--- src/rtl/rx_unstuff_shifter.sv ---
// USB receive bit unstuffer and byte assembler. It sits after the NRZI decoder.
// It drops stuffed zeros, packs bits LSB-first and flags stuffing and alignment errors.
module rx_unstuff_shifter #(
  parameter int DATA_W    = 8,
  parameter int STUFF_LEN = 6
) (
  input  logic              clk,
  input  logic              n_rst,
  input  logic              d_orig,
  input  logic              shift_enable,
  input  logic              eop,
  output logic [DATA_W-1:0] rcv_data,
  output logic              byte_done,
  output logic              stuff_err,
  output logic              align_err
);

  localparam int BW = (DATA_W > 1) ? $clog2(DATA_W) : 1;
  localparam int OW = $clog2(STUFF_LEN + 1);

  localparam logic [BW-1:0] BIT_LAST  = BW'(DATA_W - 1);
  localparam logic [OW-1:0] ONES_FULL = OW'(STUFF_LEN);

  logic [DATA_W-1:0] r_sr;
  logic [BW-1:0]     r_bit_cnt;
  logic [OW-1:0]     r_ones_cnt;

  logic [DATA_W-1:0] w_sr_next;
  logic              w_stuff_slot;
  logic              w_word_end;

  assign w_sr_next    = {d_orig, r_sr[DATA_W-1:1]};
  assign w_stuff_slot = (r_ones_cnt == ONES_FULL);
  assign w_word_end   = (r_bit_cnt == BIT_LAST);

  // Assembly state and registered status pulses; eop outranks a coincident strobe.
  always_ff @(posedge clk or negedge n_rst) begin
    if (!n_rst) begin
      r_sr       <= '0;
      r_bit_cnt  <= '0;
      r_ones_cnt <= '0;
      rcv_data   <= '0;
      byte_done  <= 1'b0;
      stuff_err  <= 1'b0;
      align_err  <= 1'b0;
    end else begin
      byte_done <= 1'b0;
      stuff_err <= 1'b0;
      align_err <= 1'b0;
      if (eop) begin
        align_err  <= (r_bit_cnt != '0);
        r_sr       <= '0;
        r_bit_cnt  <= '0;
        r_ones_cnt <= '0;
      end else if (shift_enable) begin
        if (w_stuff_slot) begin
          // The stuff bit itself never reaches the word; a 1 here is a violation.
          r_ones_cnt <= '0;
          stuff_err  <= d_orig;
        end else begin
          r_sr       <= w_sr_next;
          r_ones_cnt <= d_orig ? (r_ones_cnt + OW'(1)) : '0;
          if (w_word_end) begin
            r_bit_cnt <= '0;
            rcv_data  <= w_sr_next;
            byte_done <= 1'b1;
          end else begin
            r_bit_cnt <= r_bit_cnt + BW'(1);
          end
        end
      end else begin
        r_sr       <= r_sr;
        r_bit_cnt  <= r_bit_cnt;
        r_ones_cnt <= r_ones_cnt;
      end
    end
  end

endmodule
--- config.mk ---
export PLATFORM = sky130hd
export DESIGN_NAME = rx_unstuff_shifter
export DESIGN_NICKNAME = d
export VERILOG_FILES = /design/src/rtl/rx_unstuff_shifter.sv
export SDC_FILE = /design/constraint.sdc
export NUM_CORES = 1
export LEC_CHECK = 0
export ABC_CLOCK_PERIOD_IN_PS = 2200
export BUFFER_PORTS_ARGS = -buffer_cell sky130_fd_sc_hd__buf_4
export CAP_MARGIN = 20
export CORE_MARGIN = 3
export CORE_UTILIZATION = 54
export DETAILED_ROUTE_END_ITERATION = 8
export PLACE_DENSITY = 0.82
export SLEW_MARGIN = 20
export SYNTH_ARGS = -nofsm -noshare
export SYNTH_HDL_FRONTEND = slang
export SYNTH_SLANG_ARGS = --single-unit
--- constraint.sdc ---
create_clock -name clk -period 2.2 [get_ports clk]
set_clock_uncertainty 0.2 [all_clocks]
set_input_delay 0.11 -clock clk [delete_from_list [all_inputs] [get_ports clk]]
set_output_delay 0.11 -clock clk [all_outputs]
set_load 0.01 [all_outputs]
==> results.txt, run 1 <==
The run finished with clean final reports. The maximum clock insertion buffer count came out at 2. The depth of the CTS H-tree is 1.

The final standard cell count with taps included and fillers excluded is 140. Hold repair after CTS inserted 6 buffers. The floorplan step defined a die boundary enclosing between 0.002 and 0.003 mm2.

Data on the critical path arrives at its endpoint at around 2.1 ns. The share of synthesized area occupied by flip-flops and latches came out at 57.4%. The xor and xnor area share after synthesis is 0%. The largest net degree at the start of global routing is 25. In this run the power density over the cells is 550 mW/mm2. The wire length of the first global-routing pass came out at around 3200 um. The vertical die dimension is 50.0 um. Input and output buffers added on the ports amount to 15. The number of primary I/O pins is 16.

The worst hold path belongs to the class in -> async. The worst-case reg-to-reg path depth came out at 5. The quantity of gates resized following cts came out at 0.

The setup fix buffers added after clock tree synthesis is 0. The number of clock buffers inserted by TritonCTS came out at 3. The first-pass detailed-route iteration total came out at 4.

The via count of the first global-routing pass came out at 699. Setup violations remaining at the end of the flow were counted as 0. The detailed router's first-iteration violation count is 24. The area fraction in compound gates after synthesis is 10.2%. The netlist area before placement came out at around 0.0010 mm2.

Data on the critical path is required at its endpoint by 2.26 ns. The max-slew violation count is 0. The routed layout has 716 vias.

The multiplexer share of the synthesized area came out at 8.61%. The path type of the worst setup path is in -> reg. CTS placed an instance of sky130_fd_sc_hd__clkbuf_4 at the clock tree root.

The number of warning messages in the yosys log came out at 0. Once the floorplan was initialized, standard cells occupied 58.7% of the core. In the post-route analysis, the smallest setup slack over all paths is 0.185 ns. After detailed routing, the number of vias per cell comes to 5.11. The fmax is 496 MHz. After synthesis, the mean cell area works out to 11.2 um2. Relative to the synthesized area, the layout overhead comes to 20.8%. By area, the combinational part of the netlist is dominated by simple AND/OR/NAND/NOR gates. Synthesis instantiated 19 different standard cells from the library. The adder-cell share of the synthesized area is 5.98%. Setup repair after global routing left no endpoint under its margin.

The number of cells produced by synthesis is 93. The headroom to the max-slew limit came out at between 80% and 90%. The post-synthesis sequential element count is 24. The count of antenna diodes in the layout came out at 0. The count of clock tree sinks is 24. TritonCTS built the clock tree. The number of rows in the core area came out at 15.

The pre-CTS worst setup slack is 0.512 ns. The area fraction of the dominant cell type after synthesis came out at between 50% and 60%. The source-to-sink clock delay at the later pin of the worst-skew pair came out at between 0.3 and 0.4 ns. In this run the static leakage power is between 0.6 and 0.7 nW. The remaining routing DRC violations came out at 0. The worst setup path is captured at a register. The count of antenna-violating nets left after detailed routing came out at 0.

The chip width is 50.0 um. The number of antenna violations at the first check in global routing was 0. The post-detailed-route wirelength per cell came out at 12.4 um. The total routing usage reported by global routing is 16.8%. The core region is 0.00178 mm2. The total wirelength of the detailed-routed design came out at 1740 um.

The detailed-placement wirelength estimate is around 1200 um. The shortest period the worst path allows is 2.01 ns. The instance count after placement with tap cells included is approximately 130.

By area the synthesized netlist is led by sky130_fd_sc_hd__dfrtp_1 (57%), sky130_fd_sc_hd__mux2_2 (8.6%), sky130_fd_sc_hd__nand2_1 (8.3%), sky130_fd_sc_hd__a21oi_1 (6.2%), sky130_fd_sc_hd__ha_1 (6.0%). The placer's final routability congestion estimate is around 0.74. The total negative setup slack is 0 ns.

The total grt overflow came out at 0. The worst setup path is launched from an input pin. Of the total synthesized cell area, the portion taken by AND, OR, NAND and NOR gates is about 14%. The worst vdd rail ir drop is 0.468 mV. The synthesized netlist net count is 103.

The fraction of layout cells with a size suffix above 1 came out at 26.1%. The final layout contains 127 nets. The share of the cycle needed by the critical path after routing is 91.6%.

After clock tree synthesis, the clock-pin slew on the worst setup and hold paths is 0.12 ns. The synthesized design spends more area on one cell type than any other, namely sky130_fd_sc_hd__dfrtp_1. The layout has approximately 140 filler cells.

Max-cap violations in this run came to 0. The highest fanout seen on the critical path came out at 7. The number of hold violations in the final report came out at 0. The actual slew at the worst max-slew pin is between 0.2 and 0.3 ns.
registers in the layout (all words and copies together) (netlist names):
register / cells
align_err: 1
byte_done: 1
r_bit_cnt: 3
r_ones_cnt: 3
r_sr: 7
rcv_data: 8
stuff_err: 1
layout by cell type (no fill, tap or decap), types with 2 or more instances in the layout:
master / Yosys / layout
sky130_fd_sc_hd__nand2_1: 23 / 23
sky130_fd_sc_hd__ha_1: 5 / 5
sky130_fd_sc_hd__nand4b_1: 2 / 2
sky130_fd_sc_hd__buf_4: 1 / 16
sky130_fd_sc_hd__clkbuf_4: 0 / 3
sky130_fd_sc_hd__dlygate4sd3_1: 0 / 6
sky130_fd_sc_hd__mux2_2: 8 / 8
sky130_fd_sc_hd__inv_1: 6 / 6
sky130_fd_sc_hd__dfrtp_1: 24 / 24
sky130_fd_sc_hd__a21oi_1: 13 / 13
critical path, cell delays in order:
cell and delay, ns:
sky130_fd_sc_hd__dlygate4sd3_1 0.53, sky130_fd_sc_hd__buf_4 0.14, sky130_fd_sc_hd__nand2_1 0.05, sky130_fd_sc_hd__dlygate4sd3_1 0.55, sky130_fd_sc_hd__nor3_1 0.13, sky130_fd_sc_hd__dlygate4sd3_1 0.56
layout make-up:
type | count | area (um2) | area share, %
sequential | 24 | 601 | 47.5
multi-input combinational | 60 | 407 | 32.2
timing repair buffer | 22 | 180 | 14.3
tap | 25 | 31.3 | 2.48
clock buffer | 3 | 22.5 | 1.78
inverter | 6 | 22.5 | 1.78
through the flow:
stage	power, mW	hold slack, ns	utilization [%]	cell area, um2
4_1_cts	0.699	0.0217	70.9	1260
3_3_place_gp	0.513	-0.181	66.2	1180
5_1_grt	0.730	0.0270	70.9	1260
2_1_floorplan	0.489	-0.386	-	1050
3_5_place_dp	0.515	-0.182	66.2	1180
6_report	0.695	0.00845	70.9	1260
synthesized netlist by cell type:
master,number
sky130_fd_sc_hd__a21boi_0,1
sky130_fd_sc_hd__a21boi_4,1
sky130_fd_sc_hd__nand3b_4,1
sky130_fd_sc_hd__a21oi_1,13
sky130_fd_sc_hd__inv_1,6
sky130_fd_sc_hd__or3_1,1
sky130_fd_sc_hd__dfrtp_1,24
sky130_fd_sc_hd__nor3_1,1
sky130_fd_sc_hd__mux2_2,8
sky130_fd_sc_hd__nand4b_1,2
sky130_fd_sc_hd__o21ai_0,1
sky130_fd_sc_hd__nand2_1,23
sky130_fd_sc_hd__clkbuf_1,1
sky130_fd_sc_hd__nor3b_1,1
sky130_fd_sc_hd__buf_2,1
sky130_fd_sc_hd__buf_4,1
sky130_fd_sc_hd__ha_1,5
sky130_fd_sc_hd__a21bo_2,1
sky130_fd_sc_hd__nand3_1,1
logic make-up (layout without fill, tap and decap cells):
logic type / Yosys count / after routing
and+or+nand+nor: 30 / 30
adders and majority gates: 5 / 5
muxes: 8 / 8
AOI/OAI and AO/OA: 17 / 17
buffers and inverters: 9 / 31
DFF: 24 / 24
report_power, final:
part,switching (mW),internal (mW)
logic,0.0328,0.0259
clock network,0.118,0.0641
registers,0.00588,0.448
total,0.157,0.538
final timing paths:
| kind | from | to | slack (ns) |
|---|---|---|---|
| min | n_rst | r_ones_cnt[2] | 0.008 |
| min reg2reg | rcv_data[3] | rcv_data[3] | 0.32 |
| max | d_orig | stuff_err | 0.19 |
| min in group clk | rcv_data[3] | rcv_data[3] | 0.32 |
| max reg2reg | r_ones_cnt[0] | stuff_err | 0.38 |
| max in group asynchronous | n_rst | r_sr[7] | 1.56 |
metal layers:
| metal | up-vias | GRT usage [%] | share of wire (%) |
|---|---|---|---|
| met1 | 342 | 23.0 | 50 |
| met3 | 4 | 6.34 | 5.6 |
| met5 | - | 0 | 0 |
| met4 | 0 | 5.53 | 1.6 |
| met2 | 16 | 24.3 | 43 |
| li1 | 354 | - | - |
Power figures use the tool's default switching activity.
==> run 2, diff against run 1 <==
Settings changed: RECOVER_POWER set to 25.
==> run 2 against run 1 <==
Compared with the run above:
- final cell count unchanged
- power shrank 0.12%
- cell area decreased by 0.30%
==> results.txt, run 2 (synthesized netlist as in run 1, its figures left out) <==
The share of total power dissipated in combinational logic is 8.3%. By startpoint and endpoint, the worst setup path is classified as in -> reg. The arrival time of data at the critical path endpoint is 2.08 ns. The largest registers in the layout are rcv_data x8, r_sr x7. The number of rows in the core area is 15. Once detail routing completed, the nets flagged for antenna violations numbered 0.

The register with the most flip-flops in the layout has 8 of them. The worst hold path belongs to the class reg -> reg. With fillers left out, the area of the finished cells amounts to 0.00126 mm2. The worst register-to-register path ends at stuff_err. The total negative setup slack came out at 0 ns. In this run the critical register-to-register path is launched from r_ones_cnt[0].

The depth of the CTS H-tree is 1. The placer's final routability congestion estimate is 0.744. The number of antenna violations at the first check in global routing came out at 0. The largest net degree at the start of global routing is 25. The number of maximum-capacitance constraint violations came out at 0. The library cell used most frequently in the layout, excluding fill and tap cells, is sky130_fd_sc_hd__dfrtp_1. The quantity of gates resized following cts is 0.

The number of buffers inserted by hold repair at cts came out at 6. The fraction of power spent switching nets came out at 22.6%. The detailed router finished its first iteration with 24 violations. The core box area came out at 0.00178 mm2. The count of buffers inserted at the top-level ports is 15. The worst setup path is captured at a register. The overall die area is 0.00250 mm2. STA classifies the critical path startpoint as an input pin. The multi-input combinational cells in the finished layout cover a total of 407 um2.

The headroom to the max-slew limit is 19.0%. The flow ran to the end, and the final reports show no timing, DRC or antenna violations. The highest fanout seen on the critical path came out at 7. The part of the power in registers came out at 65.4%. Setup repair after global routing left no endpoint under its margin. TritonCTS built the clock tree. The worst register-to-register path has a depth of 5. The clock slew at the register clock pins of the worst setup and hold paths came out at 0.12 ns.

The count of filler cells inserted in the layout came out at 143. The share of the cycle needed by the critical path after routing is slightly above 90%. The register with the most flip-flops in the final layout is rcv_data.

The source-to-sink clock delay at the later pin of the worst-skew pair came out at 0.31 ns. The instance count after placement with tap cells included came out at between 100 and 150. The max-slew violation count came to 0. The cell that appears most often on the critical path is sky130_fd_sc_hd__dlygate4sd3_1. The smallest clock period supported by the final layout is computed as 2.01 ns. The vertical die dimension is about 50 um. The combined buffer and inverter count along the critical path came out at 4. The initial standard-cell utilization of the core is 58.7%. In this run the most critical hold path is launched from rcv_data[3]. The register area came out at 601 um2. The number of failing setup endpoints in the final timing report is 0. The number of primary I/O pins is 16.

The total routing usage reported by global routing is approximately 17%. In the final routed layout, each cell accounts on average for 12.4 um. The actual slew at the worst max-slew pin came out at approximately 1.2 ns. Walking the worst path, the cells encountered are dlygate4sd3_1 > buf_4 > nand2_1 > dlygate4sd3_1 > nor3_1 > dlygate4sd3_1.

The total vias in the final route came out at 716. The power per standard cell area came out at 551 mW/mm2. Setup slack on the worst reg-to-reg path comes out at around 0.38 ns. For hold timing, the worst endpoint is rcv_data[3]. The wire length of the first global-routing pass came out at 3170 um. Static timing analysis puts the maximum clock frequency at 496 MHz. The number of logic stages on the critical path including buffering came out at 6. The number of hold violations in the final report came to 0. In the routed design, unresolved DRC markers number 0. The clock passes through at most 2 buffers.

In the layout the commonest cells are sky130_fd_sc_hd__dfrtp_1 (24), sky130_fd_sc_hd__nand2_1 (23), sky130_fd_sc_hd__buf_4 (15). From synthesis to final layout, the design area changed by 20.5%. Overall power consumption after layout is estimated at 694 uW. The worst-case IR drop observed on VDD is ~0.47 mV.

The cell family contributing the most delay on the critical path is buffers and inverters. The via count of the first global-routing pass is between 600 and 700. Per report_power, the clock group accounts for 26.3% of the total. The total wirelength of the detailed-routed design came out at roughly 1700 um.

The setup fix buffers added after clock tree synthesis is 0. Counting instances, the worst hold path has a depth of 1. The first-pass detailed-route iteration total came out at 4.

The fraction of layout cells with a size suffix above 1 came out at between 20% and 30%. The switching power of the nets came out at 157 uW. The chip width is between 50 and 60 um. The number of vias per cell after detailed routing came out at between 5 and 6. The detailed-placement wirelength estimate is 1150 um. The final standard cell count with taps included and fillers excluded came out at 140. On the worst path, the slowest cell contributes a delay of 0.56 ns. The count of antenna diodes in the layout is 0. The standby leakage power is around 0.65 nW. The number of clock buffers inserted by TritonCTS came out at 3. The tree built by TritonCTS fans out to 24 sinks.

For the worst setup path, the data required time is approximately 2.3 ns. The number of nets in the layout is ~130. Among all stages on the critical path, the largest delay is contributed by sky130_fd_sc_hd__dlygate4sd3_1. The tree is rooted in a sky130_fd_sc_hd__clkbuf_4. After detailed placement, the total cell area comes to 0.00118 mm2. The total grt overflow is 0. The cell-internal power came out at 538 uW.
==> run 2: cell types whose count changed in the layout (fill, tap and decap cells not counted), sizes merged <==
cell	delta
buf	-1
clkbuf	+1
==> run 2: routing by layer <==
metal / up-vias / share of wire, % / wire, um / GRT usage [%]
met1: 342 / 50 / 861 / 23.0
met4: 0 / 1.6 / 27 / 5.53
li1: 354 / - / - / -
met2: 16 / 43 / 748 / 24.3
met5: - / 0 / 0 / 0
met3: 4 / 5.6 / 97 / 6.34
==> run 2: metrics by stage <==
stage | utilization, % | setup WS, ns | hold slack (ns)
2_1_floorplan | - | 0.630 | -0.386
3_3_place_gp | 66.2 | 0.561 | -0.181
3_5_place_dp | 66.2 | 0.512 | -0.182
4_1_cts | 70.9 | 0.207 | 0.0217
5_1_grt | 70.7 | 0.156 | 0.347
6_report | 70.7 | 0.185 | 0.319
==> run 2: final cells by class <==
type,count,share of cell area (%)
Sequential cell,24,47.7
Tap cell,25,2.48
Clock buffer,3,1.79
Inverter,6,1.79
Timing Repair Buffer,22,14.0
Multi-Input combinational cell,60,32.3
==> run 2: worst max path at each step <==
stage                             start      endpoint  slack [ns]
after floorplan            r_bit_cnt[0]   rcv_data[0]        0.63
after global placement    r_ones_cnt[0]  r_bit_cnt[0]        0.56
after detailed placement  r_ones_cnt[0]  r_bit_cnt[0]        0.51
after CTS                        d_orig     stuff_err        0.21
after global routing       shift_enable     stuff_err        0.16
final                            d_orig     stuff_err        0.19
==> run 2: power groups by stage <==
| stage | combinational [mW] | sequential [mW] | clock (mW) |
|---|---|---|---|
| 4_1_cts | 0.0593 | 0.454 | 0.186 |
| 3_3_place_gp | 0.0507 | 0.462 | 0 |
| 3_5_place_dp | 0.0519 | 0.463 | 0 |
| 5_1_grt | 0.0666 | 0.456 | 0.207 |
| 2_1_floorplan | 0.0274 | 0.462 | 0 |
| 6_report | 0.0579 | 0.454 | 0.182 |
==> run 3, diff against run 2 <==
Settings changed: ABC_CLOCK_PERIOD_IN_PS 2200 to not set, CORE_UTILIZATION 54 to 40, PLACE_DENSITY 0.82 to 0.66.
==> run 3 against run 2 <==
Compared with the run above:
- die area is 31% higher
- setup slack better by 0.033 ns
- worst hold slack better by 0.00063 ns
- flip-flop and latch count stayed put
- clock-buffer cell count is 1 higher
- global-route usage is 4.7 points lower
- final cell count is 2.1% higher
- first-iteration DRC count is 63% lower
- combinational power is 2% lower
- register-to-register slack worse by 0.05 ns
- sequential share of layout area is 0.38 points lower
- clock power is 25% higher
- critical path type unchanged
- highest routed layer unchanged
==> results.txt, run 3 (synthesized netlist as in run 1, its figures left out) <==
The register with the most flip-flops in the final layout is rcv_data. The number of antenna violations at the first check in global routing is 0. The register area is 601 um2. The combinational share of power came out at 7.7%.

The number of clock buffers inserted by TritonCTS came out at 3. The power per standard cell area is 581 mW/mm2. The worst vdd rail ir drop is 0.477 mV. The total negative setup slack came out at 0 ns. After clock tree synthesis, the clock-pin slew on the worst setup and hold paths is 0.13 ns. The overall die area came out at about 0.0033 mm2. Of the available clock period, the critical path in the final layout requires 90.1%. The largest registers in the layout are rcv_data x8, r_sr x7. The first-pass detailed-route iteration total came out at 4. The detailed router's first-iteration violation count is 9. The count of filler cells inserted in the layout came out at 229. The area used by multi-input combinational logic came out at 407 um2. The quantity of gates resized following cts came out at 0. The chip width came out at 57.1 um. Measured along the y axis, the die boundary spans 57.1 um. The shortest period the worst path allows is between 1.5 and 2 ns. The path class of the tightest hold or removal check is reg -> reg. The area of placed instances came out at 0.00118 mm2.

The remaining routing DRC violations is 0. The CTS tree is built. In the layout the commonest cells are sky130_fd_sc_hd__dfrtp_1 (24), sky130_fd_sc_hd__nand2_1 (23), sky130_fd_sc_hd__buf_4 (14). The maximum clock insertion buffer count came out at 2. The setup fix buffers added after clock tree synthesis came out at 0. The detailed-placement wirelength estimate came out at 1220 um.

Compared with the post-synthesis result, the final layout area differs by 21.4%. CTS placed an instance of sky130_fd_sc_hd__clkbuf_4 at the clock tree root. The actual slew at the worst max-slew pin came out at 1.28 ns. The number of nets in the layout is 126. Routability-driven placement finished with a final weighted congestion of 0.686. The fraction of layout cells with a size suffix above 1 came out at 25.2%. The required time of the critical path came out at 2.26 ns.

The number of maximum-capacitance constraint violations came out at 0. The part of the power in registers is 61.6%. The total routing usage reported by global routing is 12.2%. The number of failing setup endpoints in the final timing report is 0. The total non-filler cell area in the finished layout came out at 0.00127 mm2.

The number of hold violations in the final report was 0. Setup repair after global routing left no endpoint under its margin. The worst pin sits at a relative slew slack of 14.8%. The count of antenna diodes in the layout is 0. The worst setup path is captured at a register. The via count of the first global-routing pass is 732. The run finished with clean final reports.

The max-slew violation count is 0. Along the worst path, the maximum fanout reaches 7. The core box area is 0.00234 mm2. The largest net degree at the start of global routing is 25. The total vias in the final route is 742. The depth of the CTS H-tree is 1.

In this run the core area contains 17 standard-cell rows. The clock network is responsible for between 30% and 40% of the overall power. Leaving out fill and tap cells, the most frequent cell in the layout is sky130_fd_sc_hd__dfrtp_1. The initial standard-cell utilization of the core is around 45%. CTS saw 24 sinks. The number of flip-flops in the largest register came out at 8. The arrival time of data at the critical path endpoint is 2.05 ns. The switching power of the nets is 165 uW. Hold timing on the final database bottoms out at a slack of about 0.32 ns. The setup path with the least slack is of type in -> reg. The total grt overflow is 0.

The fraction of power spent switching nets came out at about 22%. The startpoint type of the worst setup path is an input pin. Pin placement for this block handled 16 I/O pins. Summed over all cells, the static leakage comes to 0.648 nW. In this run the remaining antenna-violating nets after routing total 0. The total wirelength of the detailed-routed design is 1740 um. Cell internal power was estimated by the tool at 574 uW. The number of vias per cell after detailed routing came out at 5.19. The post-detailed-route wirelength per cell came out at ~12 um.

The fmax came out at 505 MHz. The first global-routing pass estimated 3100 um of wire. Port buffering added 15 buffers. For the worst-skew pair, the clock arrives at the later sink with an insertion delay of about 0.31 ns.
==> run 3: per-layer routing <==
layer	GRT usage [%]	share of wire (%)	vias to the layer above
met1	15.6	46	366
met5	0	0	-
met4	1.99	0.23	0
li1	-	-	359
met2	19.9	48	15
met3	4.75	5.5	2
==> run 3: timing repair <==
action                                  4_1_cts  5_1_grt
endpoints found under the hold margin        40        0
hold buffers                                  6        0
endpoints found under the setup margin        0        0
==> run 3: power by group through the flow <==
stage | clock [mW] | combinational [mW] | sequential [mW]
floorplan | 0 | 0.0274 | 0.462
global placement | 0 | 0.0506 | 0.462
detailed placement | 0 | 0.0518 | 0.463
CTS | 0.239 | 0.0589 | 0.454
global route | 0.259 | 0.0643 | 0.456
finish | 0.227 | 0.0568 | 0.454
==> run 3: path summary, 6_finish.rpt <==
kind / from / endpoint / slack, ns / cells after the start
min reg2reg: rcv_data[4] / rcv_data[4] / 0.32 / 1
max in group asynchronous: n_rst / r_sr[4] / 0.67 / 2
min in group asynchronous: n_rst / stuff_err / 0.38 / 2
max reg2reg: r_ones_cnt[0] / rcv_data[7] / 0.33 / 5
max: d_orig / stuff_err / 0.22 / 6
min: rcv_data[4] / rcv_data[4] / 0.32 / 1
==> run 3: worst max-delay path: stages <==
cell and delay (ns):
sky130_fd_sc_hd__dlygate4sd3_1 0.53, sky130_fd_sc_hd__buf_4 0.14, sky130_fd_sc_hd__nand2_1 0.05, sky130_fd_sc_hd__dlygate4sd3_1 0.54, sky130_fd_sc_hd__nor3_1 0.12, sky130_fd_sc_hd__dlygate4sd3_1 0.56
==> run 3: final cells by class <==
type	instances	share of cell area (%)
Sequential cell	24	47.3
Inverter	6	1.77
Clock buffer	4	2.86
Tap cell	28	2.76
Timing Repair Buffer	21	13.3
Multi-Input combinational cell	60	32.0
==> run 3: metrics by stage <==
step	power, mW	instances	utilization [%]	setup WS (ns)
global placement	0.513	133	50.3	0.386
detailed placement	0.515	133	50.3	0.327
floorplan	0.489	93	-	0.630
CTS	0.752	143	54.4	0.217
global route	0.779	143	54.3	0.115
finish	0.738	143	54.3	0.218
